--- config.mk ---
export PLATFORM = sky130hd
export DESIGN_NAME = m8_32_arbiter
export DESIGN_NICKNAME = d
export VERILOG_FILES = /design/src/rtl/m8_32_pkg.sv /design/src/rtl/m8_32_arbiter_rr_pick.sv /design/src/rtl/m8_32_arbiter.sv
export SDC_FILE = /design/constraint.sdc
export NUM_CORES = 1
export LEC_CHECK = 0
export BUFFER_PORTS_ARGS = -buffer_cell sky130_fd_sc_hd__buf_2
export CORE_AREA = 2 2 52 74
export DETAILED_ROUTE_END_ITERATION = 8
export DIE_AREA = 0 0 54 76
export PLACE_DENSITY_LB_ADDON = 0.12
export SYNTH_ARGS = -nofsm -noshare
export SYNTH_HDL_FRONTEND = slang
export SYNTH_HIERARCHICAL = 1
export SYNTH_SLANG_ARGS = --single-unit
--- constraint.sdc ---
create_clock -name clk_4f -period 2.75 [get_ports clk_4f]
set_clock_uncertainty 0.15 [all_clocks]
set_input_delay 0.4125 -clock clk_4f [delete_from_list [all_inputs] [get_ports clk_4f]]
set_output_delay 0.4125 -clock clk_4f [all_outputs]
set_load 0.005 [all_outputs]
--- src/rtl/m8_32_pkg.sv ---
// Shared constants for the m8_32 converter front end: FSM encodings,
// word geometry and the default filler byte.
package m8_32_pkg;

   typedef enum logic [1:0] {
      ST_IDLE  = 2'd0,
      ST_BURST = 2'd1,
      ST_PAD   = 2'd2
   } state_t;

   localparam int         BYTES_PER_WORD   = 4;
   localparam logic [7:0] PAD_BYTE_DEFAULT = 8'hF7;

endpackage

--- src/rtl/m8_32_arbiter_rr_pick.sv ---
// Combinational round-robin picker: first lane set in (valid & ~exclude),
// searching upward from ptr+1 and wrapping modulo NUM_REQ.
module rr_pick
   import m8_32_pkg::*;
#(
   parameter int NUM_REQ = 4
) (
   input  logic [NUM_REQ-1:0] valid,
   input  logic [2:0]         ptr,
   input  logic [NUM_REQ-1:0] exclude,
   output logic [2:0]         lane,
   output logic               found
);

   logic [7:0] cand;
   logic [2:0] idx;

   always_comb begin
      cand  = 8'(valid & ~exclude);
      lane  = 3'd0;
      found = 1'b0;
      idx   = 3'd0;
      for (int k = 1; k <= NUM_REQ; k++) begin
         idx = 3'((int'(ptr) + k) % NUM_REQ);
         if (!found && cand[idx]) begin
            found = 1'b1;
            lane  = idx;
         end
      end
   end

endmodule

--- src/rtl/m8_32_arbiter.sv ---
// Round-robin front end sharing one m8_32 converter among NUM_REQ byte lanes in
// locked 4-byte bursts. Define M8_32_ARB_STATS_EN to add abort_cnt/word_cnt.
module m8_32_arbiter
   import m8_32_pkg::*;
#(
   parameter int         NUM_REQ   = 4,
   parameter int         STALL_MAX = 8,
   parameter logic [7:0] PAD_BYTE  = PAD_BYTE_DEFAULT
) (
   input  logic                 clk_4f,
   input  logic                 reset,
   input  logic [NUM_REQ-1:0]   req_valid,
   input  logic [8*NUM_REQ-1:0] req_data,
   output logic [NUM_REQ-1:0]   req_ready,
   output logic [7:0]           data_input,
   output logic                 valid_input,
   output logic [2:0]           word_lane,
   output logic                 burst_start,
   output logic                 pad_flag
`ifdef M8_32_ARB_STATS_EN
   ,
   output logic [7:0]           abort_cnt,
   output logic [15:0]          word_cnt
`endif
);

   localparam int         STALL_W   = $clog2(STALL_MAX + 1);
   localparam logic [1:0] LAST_BYTE = 2'(BYTES_PER_WORD - 1);

   state_t             state, state_nxt;
   logic [2:0]         owner, owner_nxt, rr_ptr, rr_ptr_nxt;
   logic [1:0]         byte_cnt, byte_cnt_nxt;
   logic [STALL_W-1:0] stall_cnt, stall_nxt;
   logic [7:0]         data_nxt;
   logic               valid_nxt, pad_nxt, start_nxt;
   logic [2:0]         lane_nxt;

   logic [7:0]         valid8;
   logic [63:0]        data64;
   logic               own_valid;
   logic [NUM_REQ-1:0] own_mask, pick_excl;
   logic [2:0]         pick_ptr, pick_lane;
   logic               pick_found;

   assign valid8    = 8'(req_valid);
   assign data64    = 64'(req_data);
   assign own_valid = valid8[owner];
   assign own_mask  = NUM_REQ'(8'd1 << owner);

   // One picker serves both IDLE arbitration and the end-of-burst handover.
   assign pick_ptr  = (state == ST_IDLE) ? rr_ptr : owner;
   assign pick_excl = (state == ST_IDLE) ? '0 : own_mask;

   rr_pick #(.NUM_REQ(NUM_REQ)) u_pick (
      .valid   (req_valid),
      .ptr     (pick_ptr),
      .exclude (pick_excl),
      .lane    (pick_lane),
      .found   (pick_found)
   );

   always_comb begin
      for (int i = 0; i < NUM_REQ; i++)
         req_ready[i] = (state == ST_BURST) && (owner == 3'(i));
   end

   always_comb begin
      state_nxt    = state;
      owner_nxt    = owner;
      rr_ptr_nxt   = rr_ptr;
      byte_cnt_nxt = byte_cnt;
      stall_nxt    = stall_cnt;
      data_nxt     = 8'h00;
      valid_nxt    = 1'b0;
      pad_nxt      = 1'b0;
      start_nxt    = 1'b0;
      lane_nxt     = word_lane;
      case (state)
         ST_IDLE: begin
            byte_cnt_nxt = 2'd0;
            stall_nxt    = '0;
            if (pick_found) begin
               owner_nxt = pick_lane;
               state_nxt = ST_BURST;
            end
         end
         ST_BURST: begin
            if (own_valid) begin
               data_nxt     = data64[{owner, 3'b000} +: 8];
               valid_nxt    = 1'b1;
               stall_nxt    = '0;
               byte_cnt_nxt = byte_cnt + 2'd1;
               if (byte_cnt == 2'd0) begin
                  start_nxt = 1'b1;
                  lane_nxt  = owner;
               end
               // Owner is valid here, so with no other taker it simply re-wins.
               if (byte_cnt == LAST_BYTE) begin
                  rr_ptr_nxt = owner;
                  if (pick_found) owner_nxt = pick_lane;
               end
            end else if (stall_cnt == STALL_W'(STALL_MAX - 1)) begin
               state_nxt = ST_PAD;
               stall_nxt = '0;
            end else begin
               stall_nxt = stall_cnt + STALL_W'(1);
            end
         end
         ST_PAD: begin
            data_nxt     = PAD_BYTE;
            valid_nxt    = 1'b1;
            pad_nxt      = 1'b1;
            byte_cnt_nxt = byte_cnt + 2'd1;
            if (byte_cnt == 2'd0) begin
               start_nxt = 1'b1;
               lane_nxt  = owner;
            end
            if (byte_cnt == LAST_BYTE) begin
               rr_ptr_nxt = owner;
               state_nxt  = ST_IDLE;
            end
         end
         default: state_nxt = ST_IDLE;
      endcase
   end

   always_ff @(posedge clk_4f) begin
      if (reset) begin
         state       <= ST_IDLE;
         owner       <= 3'd0;
         rr_ptr      <= 3'(NUM_REQ - 1);
         byte_cnt    <= 2'd0;
         stall_cnt   <= '0;
         data_input  <= 8'h00;
         valid_input <= 1'b0;
         pad_flag    <= 1'b0;
         burst_start <= 1'b0;
         word_lane   <= 3'd0;
      end else begin
         state       <= state_nxt;
         owner       <= owner_nxt;
         rr_ptr      <= rr_ptr_nxt;
         byte_cnt    <= byte_cnt_nxt;
         stall_cnt   <= stall_nxt;
         data_input  <= data_nxt;
         valid_input <= valid_nxt;
         pad_flag    <= pad_nxt;
         burst_start <= start_nxt;
         word_lane   <= lane_nxt;
      end
   end

`ifdef M8_32_ARB_STATS_EN
   logic enter_pad, burst_done;

   assign enter_pad  = (state == ST_BURST) && (state_nxt == ST_PAD);
   assign burst_done = (((state == ST_BURST) && own_valid) || (state == ST_PAD))
                       && (byte_cnt == LAST_BYTE);

   always_ff @(posedge clk_4f) begin
      if (reset) begin
         abort_cnt <= 8'd0;
         word_cnt  <= 16'd0;
      end else begin
         if (enter_pad && (abort_cnt != 8'hFF)) abort_cnt <= abort_cnt + 8'd1;
         if (burst_done) word_cnt <= word_cnt + 16'd1;
      end
   end
`endif

endmodule
* Word level (Yosys, flattened, before mapping)
Cells that the tools add are included.
** Storage, ports and cells
- Register bits :: 28
- Bits in latches :: 0
- Bits in writable memories :: 0
- ROM bits :: 0
- Bits of input ports :: 38
- Output and inout bits :: 18
- Logic and storage cells :: 114
- Memories :: 0
** Cells by class
- $add $sub $neg :: 6
- Multiply operators :: 0
- Div/mod/pow operators :: 0
- Magnitude comparators :: 5
- Equality and inequality tests :: 13
- Shift operators :: 2
- Muxes and demuxes :: 48
- Bitwise operators :: 6
- Reduce and logical (&&, ||, !) cells :: 24
** Operators with widths (count)
- $shiftx 64x7->8 :: 1
- $mux 3 :: 11
- $lt 3x4->1 const B :: 5
- $pmux 3 s2 :: 3
- $pmux 8 s2 :: 1
- $bmux 1 s3 :: 5
- $mux 1 :: 13
- $mux 2 :: 6
- $mux 4 :: 3
- $pmux 2 s3 :: 2
- $and 4x8->8 :: 1
- $mux 8 :: 1
- $ne 2x2->1 const B :: 4
- $not 4->8 :: 1
- $pmux 4 s2 :: 1
- $reduce_or 2->1 :: 4
- $logic_and 1x1->1 :: 7
- $add 2x1->2 const B :: 3
- $eq 3x2->1 const B :: 2
- $add 2x2->2 const B :: 2
- $add 4x1->4 const B :: 1
- $and 1x1->1 const A :: 4
- $eq 2x2->1 const B :: 2
- $eq 4x3->1 const B :: 1
- 13 further kinds :: 20

* Depth between registers and ports, before layout
Gate-level depths: netlist of the first run.
- Word-level depth :: 21
- Depth in mapped cells :: 11
- Depth with buffers taken out :: 10

* Hierarchy
The synthesis of the first run kept the hierarchy.
** By module, submodules not included
- m8_32_arbiter :: instances 1, cells an instance 159, area each 1527.7 um^2, seq. area each 560.5 um^2
- rr_pick :: instances 1, cells an instance 19, area each 137.6 um^2, seq. area each 0.0 um^2

* Worst setup path after synthesis of the first run
OpenSTA, ideal clock, no wires.
- Path type :: register -> register
- Start point :: register state[0]
- End point :: register state[0]
- Library setup time :: 72 ps
- Arrival time :: 2175 ps
- Required time :: 2528 ps
- Path slack :: 354 ps
- Cell stages (with the launch flop) :: 12
- Buffers on the path :: 1
- Period minus slack after synthesis :: 2396 ps
- Cells stage by stage :: dfxtp_1 -> inv_1 -> ha_1 -> clkbuf_1 -> nor4_1 -> nor2b_1 -> nand2b_1 -> nand3b_1 -> inv_1 -> a22oi_1 -> a31oi_1 -> mux2i_1
** Between the ends
- Elaborated cells on any way between the ends :: 43
- Those cells by class :: add/sub: 4; eq/ne: 6; mux: 15; bitwise: 6; reduce/logical: 12
** RTL lines
- start, declared :: line m8_32_arbiter.sv:30 : state_t state, state_nxt;
- start signal, assigned :: line m8_32_arbiter.sv:140 : state <= state_nxt;
- $eq 2x2->1 (tied with other cells) :: line m8_32_arbiter.sv:78 : case (state)
- $pmux 2 s3 * :: line m8_32_arbiter.sv:78
- via state_nxt[0] :: line m8_32_arbiter.sv:30
Mark *: on every way through the listed nets, which the timed path passes. The rest lies on a longest branch. The select of a mux whose other input is x is not followed.
A chain may end at the register's enable or synchronous reset.

* Final worst setup path of the first run
Same ends and word-level chain as after synthesis.

==> flow_summary.toml, run 1 <==
[power]
power.density_nw_per_um2 = 659
total_power_uw = 1310
peakVddDrop_mv = 0.332
p_leak_uw = 0.000858

[clock_network]
clk_latency_ps = 270
cts_tree = "yes"
root_buffer = "clkbuf_8"
cts.htree.levels = 1
post_cts_buffers = 0
cts-buffers-inserted = 3
clock_sinks = 27
cts.clk_slew.worst_paths_ps = 90
cts_buffer_depth = 2

[sta]
finalWorstSetupSlack_ps = 257
post-route-min-period_ps = 2490
fmax_ghz = 0.401
setup_viol = 0
tightest_slew_ps = 557
relSlewSlack_pct = 62.7
setup-tns-final_ps = 0
fin_crit_sh_pct = 90.7
rsz0062_at_grt = "false"
report.final.hold_viol_count = 0
drv_slew = 0

[critical_path]
r2r_start = "state[0]$_SDFFE_PP0P_"
worstSetupStartpointType = "register"
worstPathArrival_ps = 2550
crit_type = "reg2reg"
end_kind = "register"
required_ps = 2810
crit_path_start = "state[0]$_SDFFE_PP0P_"
path_max_fanout = 13

[floorplan]
ios = 56
dieWidth_um = 54
die_h_um = 76
core_area_um2 = 3510
start_util_pct = 46.2
rows = 26
dieArea_um2 = 4100

[yosys]
postSynthAreaPerCell_um2 = 9.39
ys.warnings.count = 6
synth_nets = 218
syn_area_um2 = 1620
syn_inst = 173

[route]
vias_per_cell = 5.73
drt-total-wl_um = 4050
first_pass_iters = 4
drt-initial-drc-count = 23
wl_per_cell_um = 15.1
drc = 0
detail-route-antenna-nets = 0
vias = 1536

[cells_and_area]
finish.utilization_pct = 56.7
nNetsFinal = 272
area_growth_syn_to_layout_pct = 22.6
final_cell_mix = "buf_2, dfxtp_1, nand2_1, a21oi_1"
drive_above_1_share_pct = 34.5
antennaDiodeCount = 0
final_cells = 268
fillerInstances = 331
mostFrequentLayoutCell = "buf_2"

[run_status]
status = "finished clean"

[min_path]
hp-class = "reg2reg"
hold_start = "rr_ptr[1]$_SDFFE_PP1P_"

[grt]
grt_max_degree = 21
grtUsageTotal_pct = 20.5
antenna_found_initial = 0
grt_pass1_vias = 1597
gr-total-overflow = 0
grt_pass1_wl_um = 6500

[place]
dpl.hpwl_um = 3290
port_buffers = 55
placedCellCount = 264
dp_slack_ps = 129
place.gp.congestion = 0.834

[job]
drv_cap = 0
[per-layer routing]
| metal | share of wire, % | vias to the layer above | global-route usage [%] |
|---|---|---|---|
| li1 | - | 740 | - |
| met1 | 35 | 728 | 20.1 |
| met3 | 6.9 | 10 | 2.35 |
| met4 | 3.3 | 0 | 9.50 |
| met2 | 55 | 58 | 39.4 |
| met5 | 0 | - | 0 |
[report_power, final]
group | switching (uW) | internal [uW]
logic | 329 | 283
registers | 42.1 | 429
clock network | 126 | 103
[worst paths after layout]
path                            end  slack, ps  cells past startpoint
max           state[0]$_SDFFE_PP0P_        260                     10
min reg2reg  rr_ptr[1]$_SDFFE_PP1P_        330                      1
min          rr_ptr[1]$_SDFFE_PP1P_        330                      1
max reg2reg   state[0]$_SDFFE_PP0P_        260                     10
[registers in the layout, summed over array words and instances, names as in the netlist]
signal,count
rr_ptr,2
pad_flag,1
word_lane,3
stall_cnt,4
owner,3
data_input,8
burst_start,1
valid_input,1
byte_cnt,2
state,2
[cell type report]
| type | instances | area [um^2] | share of cell area (%) |
|---|---|---|---|
| clock buffer | 3 | 41.3 | 2.07 |
| clock inverter | 1 | 7.51 | 0.377 |
| inverter | 10 | 37.5 | 1.89 |
| multi-input combinational | 127 | 1010 | 50.9 |
| sequential | 27 | 541 | 27.2 |
| tap | 42 | 52.6 | 2.64 |
| timing repair buffer | 58 | 298 | 15.0 |
[metrics by stage]
stage	cell area [um^2]	hold WS, ps
after floorplan	1620	286
after global placement	1930	300
after detailed placement	1930	309
after CTS	1980	333
after global routing	1990	361
final	1990	328
[what timing repair did]
action,4_1_cts,5_1_grt
gates resized for setup,0,3
hold buffers,0,0
endpoints found under the setup margin,0,2
[critical path, stage by stage, from the launching register on]
cell      delay, ps
dfxtp_1         400
inv_1            90
ha_2            270
nor4_2          270
nor2b_1         120
nand2b_1        170
nand3b_1        250
inv_1           160
a22oi_1         100
a31oi_1         250
mux2i_1         200
No activity file was read; power rests on OpenSTA's default activity.
==> run 2: changes to the inputs <==
--- a/config.mk
+++ b/config.mk
@@ -5,10 +5,11 @@
 export SDC_FILE = /design/constraint.sdc
 export NUM_CORES = 1
 export LEC_CHECK = 0
-export BUFFER_PORTS_ARGS = -buffer_cell sky130_fd_sc_hd__buf_2
-export CORE_AREA = 2 2 52 74
+export CORE_AREA = 2 2 50 71
 export DETAILED_ROUTE_END_ITERATION = 8
-export DIE_AREA = 0 0 54 76
+export DIE_AREA = 0 0 52 73
+export DONT_BUFFER_PORTS = 1
+export GPL_TIMING_DRIVEN = 0
 export PLACE_DENSITY_LB_ADDON = 0.12
 export SYNTH_ARGS = -nofsm -noshare
 export SYNTH_HDL_FRONTEND = slang
==> run 2 against run 1 <==
  * Register-to-register slack lost 130 ps
  * Flip-flop and latch count is the same
  * Sequential share of layout area grew 4.0 points
  * Clock power grew 5%
  * Maximum frequency shrank 5.1%
  * Final area shrank 13%
  * Power shrank 2.3%
  * Non-clock buffer count shrank 49
  * Sequential power shrank 2%
  * Critical path type unchanged
==> flow_summary.toml, run 2 (synthesis results as in run 1) <==
[cells_and_area]
antennaDiodeCount = 0
top_register = "data_input"
nNetsFinal = 223
area_growth_syn_to_layout_pct = 6.86
finish.utilization_pct = 53.9
largest_register_ffs = 8
reg_top3 = "data_input: 8 flops, stall_cnt: 4 flops"
final_cell_mix = "dfxtp_1, nand2_1, a21oi_1, nor2_1, inv_1"
fillerInstances = 292
drive_above_1_share_pct = 13.6
mostFrequentLayoutCell = "dfxtp_1"

[sta]
rsz0062_at_grt = "true"
report.final.hold_viol_count = 0
drv_slew = 0
setup-tns-final_ps = 0
tightest_slew_ps = 578
fin_crit_sh_pct = 95.5
fmax_ghz = 0.381
post-route-min-period_ps = 2630
relSlewSlack_pct = 61.3
setup_viol = 0

[critical_path]
path_max_fanout = 8
worstPathArrival_ps = 2690
end_kind = "register"
worstSetupStartpointType = "register"
required_ps = 2810
crit_type = "reg2reg"

[floorplan]
rows = 25
dieArea_um2 = 3800
dieWidth_um = 52
die_h_um = 73
ios = 56
start_util_pct = 50.4
core_area_um2 = 3220

[power]
power.density_nw_per_um2 = 739
p_leak_uw = 0.000621
peakVddDrop_mv = 0.438

[place]
dpl.hpwl_um = 3090
place.gp.congestion = 0.885
port_buffers = 0

[route]
vias = 1315
detail-route-antenna-nets = 0
drc = 0
vias_per_cell = 6.06
wl_per_cell_um = 17.7
drt-total-wl_um = 3840
drt-initial-drc-count = 30
first_pass_iters = 4

[grt]
grt_pass1_wl_um = 5870
antenna_found_initial = 0
grtUsageTotal_pct = 20.6
grt_max_degree = 17
grt_pass1_vias = 1323
gr-total-overflow = 0

[clock_network]
clock_sinks = 27
cts-buffers-inserted = 3
root_buffer = "clkbuf_8"
ctsHoldBuffers = 0
cts_buffer_depth = 2
clk_latency_ps = 280
cts.clk_slew.worst_paths_ps = 100
cts_tree = "yes"
cts.htree.levels = 1
post_cts_buffers = 0

[min_path]
hp-class = "in2reg"

[run_status]
status = "finished clean"

[job]
drv_cap = 0
[run 2: power breakdown]
part           internal, uW  switching [uW]  total, uW  leakage (uW)
registers               429            32.5        461      0.000219
logic                   254             328        581      0.000381
clock network           103             136        239     0.0000217
[run 2: layout make-up]
class | instances | area [um^2] | share of cell area, %
Inverter | 10 | 37.5 | 2.16
Clock inverter | 1 | 7.51 | 0.433
Multi-Input combinational cell | 127 | 1010 | 58.3
Tap cell | 40 | 50.0 | 2.88
Buffer | 9 | 47.5 | 2.74
Clock buffer | 3 | 41.3 | 2.38
Sequential cell | 27 | 541 | 31.1
[run 2: per-layer routing]
metal / vias to the layer above / part of all wire, % / wire length, um / global-route usage (%)
met1: 625 / 35 / 1350 / 19.3
met4: 0 / 1.2 / 46 / 7.89
met3: 4 / 6.2 / 237 / 4.10
li1: 642 / - / - / -
met2: 44 / 57 / 2200 / 41.5
met5: - / 0 / 0 / 0
[run 2: worst paths after layout]
path                          start                endpoint  slack, ps  cells after the start
min reg2reg  rr_ptr[0]$_SDFFE_PP1P_  rr_ptr[0]$_SDFFE_PP1P_        320                      1
max reg2reg   state[0]$_SDFFE_PP0P_   state[0]$_SDFFE_PP0P_        120                     11
max           state[0]$_SDFFE_PP0P_   state[0]$_SDFFE_PP0P_        120                     11
min                           reset  valid_input$_SDFF_PP0_        130                      1
[run 2: per-stage QoR]
stage | instance area, um^2 | setup WS [ps] | hold slack [ps] | std cells | power [uW]
4_1_cts | 1730 | 37.9 | 122 | 217 | 1290
3_3_place_gp | 1670 | 96.8 | 294 | 213 | 1030
5_1_grt | 1740 | -54.4 | 118 | 217 | 1360
3_5_place_dp | 1670 | 20.8 | 305 | 213 | 1040
6_report | 1740 | 123 | 125 | 217 | 1280
2_1_floorplan | 1620 | 378 | 286 | 173 | 925
[run 2: worst max-delay path: stages (launching register included)]
cell and delay (ps):
dfxtp_1 390, inv_1 80, ha_1 270, buf_2 200
nor4_2 250, nor2b_1 130, nand2b_1 170, nand3b_1 270
inv_2 140, a221oi_1 90, a31oi_1 220, mux2i_1 210
[run 2: what timing repair did]
| item | 4_1_cts | 5_1_grt |
|---|---|---|
| pin swaps | 0 | 1 |
| setup endpoints to repair | 1 | 3 |
| gates resized for setup | 2 | 5 |
